==> config.mk <==
export PLATFORM = sky130hd
export DESIGN_NAME = agc_gain_apply
export DESIGN_NICKNAME = d
export VERILOG_FILES = /design/src/rtl/agc_pkg.sv /design/src/rtl/agc_gain_mul.sv /design/src/rtl/agc_gain_apply.sv
export SDC_FILE = /design/constraint.sdc
export NUM_CORES = 1
export LEC_CHECK = 0
export BUFFER_PORTS_ARGS = -buffer_cell sky130_fd_sc_hd__buf_4
export CORE_MARGIN = 8
export CORE_UTILIZATION = 60
export CTS_BUF_LIST = sky130_fd_sc_hd__clkbuf_4 sky130_fd_sc_hd__clkbuf_8
export DETAILED_ROUTE_END_ITERATION = 10
export PLACE_DENSITY = 0.85
export SETUP_SLACK_MARGIN = 0.1
export SLEW_MARGIN = 25
export SYNTH_ARGS = -nofsm -noshare
export SYNTH_HDL_FRONTEND = slang
export SYNTH_SLANG_ARGS = --single-unit
==> constraint.sdc <==
create_clock -name clk -period 5.03 [get_ports clk]
set_input_delay 1.509 -clock clk [delete_from_list [all_inputs] [get_ports clk]]
set_output_delay 1.509 -clock clk [all_outputs]
set_load 0.03 [all_outputs]
==> src/rtl/agc_pkg.sv <==
// Shared constants and types for the AGC gain-apply stage.
package agc_pkg;

  localparam int unsigned SAMPLE_W = 12;
  localparam int unsigned GAIN_W   = 8;
  localparam int unsigned MANT_W   = 4;
  localparam int unsigned EXP_W    = 4;
  localparam int unsigned PROD_W   = SAMPLE_W + MANT_W + 1;
  localparam logic [GAIN_W-1:0] UNITY_GAIN = 8'h80;

  typedef struct packed {
    logic [EXP_W-1:0]  exp;
    logic [MANT_W-1:0] mant;
  } gain_code_t;

  typedef enum logic {
    RAMP_IDLE = 1'b0,
    RAMP_RUN  = 1'b1
  } ramp_state_t;

endpackage

==> src/rtl/agc_gain_mul.sv <==
// One channel of the gain datapath: S2 multiply register, S3 shift/round/clip logic.
module agc_gain_mul
  import agc_pkg::*;
#(
  parameter int unsigned EXP_BIAS = 8
) (
  input  logic                       clk,
  input  logic                       rst,
  input  logic                       en,
  input  logic signed [SAMPLE_W-1:0] sample,
  input  gain_code_t                 gain,
  output logic signed [SAMPLE_W-1:0] res_c,
  output logic                       clip_c
);

  localparam int unsigned ACC_W = 34;
  localparam int unsigned SHIFT = EXP_BIAS + 4;
  localparam logic signed [ACC_W-1:0] HALF  = ACC_W'(1) << (EXP_BIAS + 3);
  localparam logic signed [ACC_W-1:0] MAX_R = (ACC_W'(1) << (SAMPLE_W - 1)) - ACC_W'(1);
  localparam logic signed [ACC_W-1:0] MIN_R = -(ACC_W'(1) << (SAMPLE_W - 1));

  logic signed [PROD_W-1:0] prod_q, prod_d;
  logic [EXP_W-1:0]         exp_q, exp_d;
  logic signed [5:0]        mult;
  logic signed [ACC_W-1:0]  acc, r;

  // S2: sample times (16+m); the exponent travels alongside for S3
  always_comb begin
    mult   = $signed({2'b01, gain.mant});
    prod_d = prod_q;
    exp_d  = exp_q;
    if (en) begin
      prod_d = PROD_W'(sample) * PROD_W'(mult);
      exp_d  = gain.exp;
    end
  end

  always_ff @(posedge clk or negedge rst) begin
    if (!rst) begin
      prod_q <= '0;
      exp_q  <= '0;
    end else begin
      prod_q <= prod_d;
      exp_q  <= exp_d;
    end
  end

  // S3: adding half an LSB before the arithmetic shift rounds ties toward +inf
  always_comb begin
    acc    = (ACC_W'(prod_q) <<< exp_q) + HALF;
    r      = acc >>> SHIFT;
    clip_c = 1'b0;
    res_c  = SAMPLE_W'(r);
    if (r > MAX_R) begin
      res_c  = SAMPLE_W'(MAX_R);
      clip_c = 1'b1;
    end else if (r < MIN_R) begin
      res_c  = SAMPLE_W'(MIN_R);
      clip_c = 1'b1;
    end
  end

endmodule

==> src/rtl/agc_gain_apply.sv <==
// AGC variable-gain stage: ramped gain control plus 3-stage I/Q scaling pipeline.
// Define AGC_SAT_COUNT_EN to build the saturating sat_cnt event counter.
module agc_gain_apply
  import agc_pkg::*;
#(
  parameter logic [GAIN_W-1:0] INIT_GAIN = UNITY_GAIN,
  parameter int unsigned       EXP_BIAS  = 8,
  parameter int unsigned       RAMP_DIV  = 8
) (
  input  logic                       clk,
  input  logic                       rst,
  input  logic                       sample_valid,
  input  logic signed [SAMPLE_W-1:0] sample_i,
  input  logic signed [SAMPLE_W-1:0] sample_q,
  input  logic                       gain_load,
  input  logic [GAIN_W-1:0]          gain_code,
  output logic                       out_valid,
  output logic signed [SAMPLE_W-1:0] out_i,
  output logic signed [SAMPLE_W-1:0] out_q,
  output logic                       sat,
  output logic [GAIN_W-1:0]          gain_cur,
  output logic                       ramping,
  output logic [15:0]                sat_cnt
);

  localparam int unsigned CNT_W = (RAMP_DIV > 1) ? $clog2(RAMP_DIV) : 1;
  localparam logic [CNT_W-1:0] CNT_LAST = CNT_W'(RAMP_DIV - 1);

  ramp_state_t       state_q, state_d;
  logic [GAIN_W-1:0] gain_cur_q, gain_cur_d, target_q, target_d;
  logic [CNT_W-1:0]  cnt_q, cnt_d;
  logic              ramping_q, ramping_d, step;

  always_ff @(posedge clk or negedge rst) begin
    if (!rst) state_q <= RAMP_IDLE;
    else      state_q <= state_d;
  end

  // A step moves toward the target held before any same-cycle load
  always_comb begin
    step       = 1'b0;
    gain_cur_d = gain_cur_q;
    target_d   = target_q;
    cnt_d      = '0;
    if (state_q == RAMP_RUN) begin
      step  = (cnt_q == CNT_LAST);
      cnt_d = step ? '0 : cnt_q + CNT_W'(1);
      if (step) begin
        gain_cur_d = (target_q > gain_cur_q) ? gain_cur_q + GAIN_W'(1)
                                             : gain_cur_q - GAIN_W'(1);
      end
    end
    if (gain_load) target_d = gain_code;
    if (gain_cur_d == target_d) cnt_d = '0;
  end

  always_comb begin
    state_d = RAMP_IDLE;
    if (gain_cur_d != target_d) state_d = RAMP_RUN;
  end

  always_comb begin
    ramping_d = (state_d == RAMP_RUN);
  end

  always_ff @(posedge clk or negedge rst) begin
    if (!rst) begin
      gain_cur_q <= INIT_GAIN;
      target_q   <= INIT_GAIN;
      cnt_q      <= '0;
      ramping_q  <= 1'b0;
    end else begin
      gain_cur_q <= gain_cur_d;
      target_q   <= target_d;
      cnt_q      <= cnt_d;
      ramping_q  <= ramping_d;
    end
  end

  logic                       v1_q, v1_d, v2_q, v2_d, out_valid_q, out_valid_d;
  logic signed [SAMPLE_W-1:0] si_q, si_d, sq_q, sq_d;
  logic signed [SAMPLE_W-1:0] out_i_q, out_i_d, out_q_q, out_q_d;
  logic signed [SAMPLE_W-1:0] res_i_c, res_q_c;
  logic                       clip_i_c, clip_q_c, sat_q, sat_d;
  gain_code_t                 g1_q, g1_d;

  // S1 captures the pair with one gain so a ramp step never splits I from Q
  always_comb begin
    v1_d        = sample_valid;
    si_d        = si_q;
    sq_d        = sq_q;
    g1_d        = g1_q;
    v2_d        = v1_q;
    out_valid_d = v2_q;
    out_i_d     = out_i_q;
    out_q_d     = out_q_q;
    sat_d       = 1'b0;
    if (sample_valid) begin
      si_d = sample_i;
      sq_d = sample_q;
      g1_d = gain_code_t'(gain_cur_q);
    end
    if (v2_q) begin
      out_i_d = res_i_c;
      out_q_d = res_q_c;
      sat_d   = clip_i_c | clip_q_c;
    end
  end

  always_ff @(posedge clk or negedge rst) begin
    if (!rst) begin
      v1_q        <= 1'b0;
      si_q        <= '0;
      sq_q        <= '0;
      g1_q        <= '0;
      v2_q        <= 1'b0;
      out_valid_q <= 1'b0;
      out_i_q     <= '0;
      out_q_q     <= '0;
      sat_q       <= 1'b0;
    end else begin
      v1_q        <= v1_d;
      si_q        <= si_d;
      sq_q        <= sq_d;
      g1_q        <= g1_d;
      v2_q        <= v2_d;
      out_valid_q <= out_valid_d;
      out_i_q     <= out_i_d;
      out_q_q     <= out_q_d;
      sat_q       <= sat_d;
    end
  end

  agc_gain_mul #(.EXP_BIAS(EXP_BIAS)) u_mul_i (
    .clk    (clk),
    .rst    (rst),
    .en     (v1_q),
    .sample (si_q),
    .gain   (g1_q),
    .res_c  (res_i_c),
    .clip_c (clip_i_c)
  );

  agc_gain_mul #(.EXP_BIAS(EXP_BIAS)) u_mul_q (
    .clk    (clk),
    .rst    (rst),
    .en     (v1_q),
    .sample (sq_q),
    .gain   (g1_q),
    .res_c  (res_q_c),
    .clip_c (clip_q_c)
  );

`ifdef AGC_SAT_COUNT_EN
  logic [15:0] sat_cnt_q, sat_cnt_d;

  // Counts alongside the sat output and sticks at all-ones
  always_comb begin
    sat_cnt_d = sat_cnt_q;
    if (sat_d && (sat_cnt_q != 16'hFFFF)) sat_cnt_d = sat_cnt_q + 16'd1;
  end

  always_ff @(posedge clk or negedge rst) begin
    if (!rst) sat_cnt_q <= '0;
    else      sat_cnt_q <= sat_cnt_d;
  end

  assign sat_cnt = sat_cnt_q;
`else
  assign sat_cnt = '0;
`endif

  assign out_valid = out_valid_q;
  assign out_i     = out_i_q;
  assign out_q     = out_q_q;
  assign sat       = sat_q;
  assign gain_cur  = gain_cur_q;
  assign ramping   = ramping_q;

endmodule
## Yosys cells after proc, flatten, opt, wreduce, memory -nomap -nowiden

Index checks and enable logic that the tools add are counted.

- Register bits: 118
- ROM bits: 0
- Bits of input ports: 36
- Memories kept: 0
- Latch bits: 0
- Word-level logic and storage cells: 52
- RAM bits: 0

- Magnitude comparators: 5
- Multiply operators: 2
- Reductions and logical operators: 0
- Mux-type cells: 17
- Shifts and indexed selects: 2
- Add/subtract/negate cells: 5
- Eq/ne operators: 3
- Divide/modulo/power cells: 0
- Bitwise operators: 1

Operators by type and width:

| operator | count |
|---|---|
| 34-bit by 13-bit adder with 34-bit output, second input constant | 2 |
| 17-bit by 4-bit <<< shifter with 34-bit output | 2 |
| 12-bit 2-to-1 mux | 4 |
| 22-bit by 12-bit > comparator with 1-bit output, second input constant | 2 |
| 22-bit by 12-bit < comparator with 1-bit output, second input constant | 2 |
| 12-bit by 6-bit multiplier with 17-bit output | 2 |
| 8-bit 2-to-1 mux | 4 |
| 3-bit 2-to-1 mux | 3 |
| 8-bit by 1-bit adder with 8-bit output, second input constant | 1 |
| 8-bit equality test | 1 |
| 8-bit > comparator | 1 |
| 8-bit != test | 1 |
| 8-bit by 1-bit subtractor with 8-bit output, second input constant | 1 |
| 1-bit 2-to-1 mux | 6 |
| 3-bit by 1-bit adder with 3-bit output, second input constant | 1 |
| 3-bit equality test, second input constant | 1 |
| 1-bit OR | 1 |

## Depth between registers and ports, before layout

- Depth after elaboration: 7
- Mapped depth: 20
- Gate-level depth less buffers: 20

## Hierarchy

From an unflattened synthesis, not the netlist that was laid out.

- Cell total of the unflattened synthesis: 1255
- Area, all modules: 12756.0 um^2

Modules (own cells, without submodules):

| module | times used | area each (um^2) | cells each |
|---|---|---|---|
| agc_gain_mul at u_mul_i | 1 | 4505.6 | 481 |
| agc_gain_mul at u_mul_q | 1 | 4468.0 | 482 |
| agc_gain_apply | 1 | 3782.4 | 292 |

## Worst setup path before layout

Ideal clock, no wire load.

- Path type: register to register
- Start point: register g1_q[2] in the netlist's numbering
- End point: register u_mul_i.prod_q[15]
- Arrival: 4334 ps
- Period minus slack after synthesis: 4458 ps
- Stages on the path, launching flop included: 20
- Setup time: 125 ps
- Buffers on the path: 1
- Slack: 572 ps
- Cell sequence: dfrtp_1 clkbuf_1 nand2_1 fa_1 inv_1 ha_1 inv_1 fa_1 inv_1 fa_1 a21o_1 a21oi_1 o21bai_1 a21oi_1 o21bai_1 a21oi_1 o21ai_0 o41ai_1 xnor2_1 mux2_2

- Cells in the longest elaborated chain, start to end: 1

Ends and longest elaborated chain:

| what | RTL line | text |
|---|---|---|
| start, declared | agc_gain_apply.sv:85 | `gain_code_t g1_q, g1_d;` |
| start signal, assigned | agc_gain_apply.sv:125 | `g1_q <= g1_d;` |
| 12-bit by 6-bit multiplier with 17-bit output | agc_gain_mul.sv:33 | `prod_d = PROD_W'(sample) * PROD_W'(mult);` |
| end signal, assigned | agc_gain_mul.sv:43 | `prod_q <= prod_d;` |
| end, declared | agc_gain_mul.sv:22 | `logic signed [PROD_W-1:0] prod_q, prod_d;` |

No other way between the ends.
A chain may end at the register's enable or synchronous reset.

## Final worst setup path

Same ends and word-level chain as after synthesis.

==> summary.txt <==
status = completed
worst-path maximum fanout = 18
Critical Path RT = 5.38 ns
share of cells above drive strength 1 = 21.9%
nets = 1,464
ys async rst share = 100%
Final Max Tran Viols = 0
Max transition margin = 47.7%
ys flop type = dfrtp_1
Die Y-Extent = 158 um
vias in the first global route = 9,236
Crit Path Class = reg2reg
router iterations before antenna repair = 5
Clk Latency, worst-skew pair = 0.47 ns
die area = 0.0250 mm2
Synth Area per Inst = 9.83 um2
global route overflow = 0
hpwl dp = 21,200 um
Port Buffers = 70
CP max stage delay = 0.54 ns
clk slew on worst S/H paths = 0.08 ns
commonest non-fill, non-tap cells in the layout = 108 x dfrtp_1, 107 x nand2_1, 95 x inv_1
Buf+Inv Stages, Crit Path = 2
Synth area leaders = dfrtp_1 24%, fa_1 12%, mux2_2 8.1%, ha_1 8.1%, xnor2_1 3.6%
Final ANT Viol Nets = 0
commonest non-fill, non-tap cell in the layout = dfrtp_1
HP Class = reg2reg
GRT Total Usage = 22.7%
CTS root buf = clkbuf_8
DRC viols = 0
minimum clock period = 4.66 ns
Clock Tree Buf Depth = 2
crit share post-route = 92.6%
Post-synth EDFFs = 0
initial antenna violation count = 0
Site Rows = 52
starting density of the core = 60.5%
Ports = 87
Initial DRC Count = 860
postcts setup bufs = 0
top-area cell type share of the netlist area = 24.0%
CTS hold repair buffers = 0
Setup TNS = 0 ns
Slowest-stage cell, CP = fa_1
vias per cell = 5.98
Max H-tree Level = 4
crit-path cells = and2_1, fa_1, inv_1, fa_1, fa_1, inv_1, ha_1, a21o_1, a21oi_1, o21bai_1, a21oi_1, o21bai_1, a21oi_1, o21ai_0, o41ai_2, xnor2_1, mux2_2
Hold Vio Cnt, Final = 0
Syn. warnings = 0
CTS tree = yes
die width = 158 um
Synth Register Bits = 118
Arrival @ worst endpoint = 5.01 ns
routed via count = 9,321
RSZ-0062 raised after global routing = no
final setup vio count = 0
P&R area growth vs syn = 9.11%
WL/cell = 17.7 um
largest net degree at the start of global routing = 66
Distinct cells, synth = 85
Cells after Synth = 1,232
Top delay family on crit path = adder cells
Worst Setup Start Kind = flip-flop
GPL Wtd Cong = 0.926
Tightest Pin Transition = 0.765 ns
Fin Clk Skew = 0.0178 ns
total CTS buffers = 17
sequential share of the synthesized area = 24.4%
DRT Wirelength = 27,600 um
f_max = 215 MHz
Core Region = 0.0200 mm2
Netlist Area Pre-Place = 0.0121 mm2
first-pass GRT wire length = 45,700 um
max-capacitance violation count = 0
CP Capture Type = flip-flop
n_diodes = 0
clock sink count = 118
Synth area leader = dfrtp_1
## area by class of cell
type,count,area [um2]
fill,1570,6820
timing repair buffer,90,688
inverter,96,360
clock inverter,8,123
multi-input combinational,954,8440
tap,270,338
sequential,118,2970
clock buffer,24,305
## state kept, by name, summed over array words and instances (netlist names)
| signal | cells |
|---|---|
| u_mul_i.prod_q | 17 |
| u_mul_q.prod_q | 17 |
| out_i | 12 |
| out_q | 12 |
| si_q | 12 |
| sq_q | 12 |
| g1_q | 8 |
| gain_cur | 8 |
| target_q | 8 |
| u_mul_i.exp_q | 4 |
| cnt_q | 3 |
| out_valid | 1 |
| out_valid_d | 1 |
| ramping | 1 |
| sat | 1 |
| v1_q | 1 |
## cells in the mapped netlist (all sizes together) (4+ instances only)
master     n
a221oi     5
o41ai      7
nor2      62
nor3      13
a21o      13
nand3     16
inv       95
fa        73
a2111oi    4
or3        4
and2      66
and3       7
xor2      17
xnor2     50
or2        6
a21oi     80
nand2    107
o21bai    13
a211oi     5
dfrtp    116
nand2b    13
o211ai    11
nand4      7
o21ai     28
buf       48
a31oi      5
nor2b     17
mux4      23
mux2i     43
a31o       5
o22ai      4
ha        78
a22oi     11
mux2      87
clkbuf    31
## final timing paths
path / start / endpoint / slack, ns / cells past startpoint
worst min register to register: g1_q[6]$_DFFE_PN0P_ / u_mul_i.exp_q[2]$_DFFE_PN0P_ / 0.49 / 2
min in group asynchronous: rst / out_q[9]$_DFFE_PN0P_ / 1.08 / 1
max in group asynchronous: rst / g1_q[1]$_DFFE_PN0P_ / 3.13 / 2
worst max register to register: g1_q[2]$_DFFE_PN0P_ / u_mul_i.prod_q[15]$_DFFE_PN0P_ / 0.37 / 17
worst min-delay path: g1_q[6]$_DFFE_PN0P_ / u_mul_i.exp_q[2]$_DFFE_PN0P_ / 0.49 / 2
worst max-delay path: g1_q[2]$_DFFE_PN0P_ / u_mul_i.prod_q[15]$_DFFE_PN0P_ / 0.37 / 17
## logic make-up after synthesis
| logic type | synth area share (%) |
|---|---|
| fa+ha+maj | 20.1 |
| flops | 24.4 |
| xor+xnor | 5.03 |
| other cells | 0.0309 |
| simple gates | 13.8 |
| buf+inv | 6.63 |
| mux | 16.1 |
| compound gates | 13.8 |
## through the flow
stage | instance area [um2] | instances | hold slack, ns | util, % | worst slack, ns
5_1_grt | 13200 | 1560 | 0.528 | 66.0 | 0.108
2_1_floorplan | 12200 | 1247 | 0.352 | - | 0.572
3_5_place_dp | 12800 | 1528 | 0.474 | 63.7 | 0.199
4_1_cts | 13200 | 1560 | 0.497 | 65.8 | 0.200
3_3_place_gp | 12800 | 1528 | 0.462 | 63.7 | 0.395
6_report | 13200 | 1560 | 0.486 | 66.0 | 0.370
## worst register-to-register path, cell delays in order (launching register included)
cell and delay, ns:
dfrtp_2 0.51, and2_1 0.20, fa_1 0.53, inv_1 0.05, fa_1 0.47, fa_1 0.54, inv_1 0.04, ha_1 0.34
a21o_1 0.20, a21oi_1 0.22, o21bai_1 0.09, a21oi_1 0.23, o21bai_1 0.09, a21oi_1 0.21, o21ai_0 0.17, o41ai_2 0.27
xnor2_1 0.13, mux2_2 0.27
## per-layer routing
layer  global-route usage (%)  up-vias  part of all wire [%]
li1                         -     4371                     -
met1                     30.4     4568                    44
met4                     7.41        0                   1.9
met2                     37.3      344                    48
met3                     3.49       38                   5.9
met5                        0        -                     0
## repair_timing
item | in CTS | in global routing
gates resized for setup | 0 | 9
endpoints found under the setup margin | 0 | 6
endpoints found under the hold margin | 0 | 0
Power is left out: the tool's default activity adds up to more than one toggle a clock period on the data nets, which glitch-free logic cannot reach.
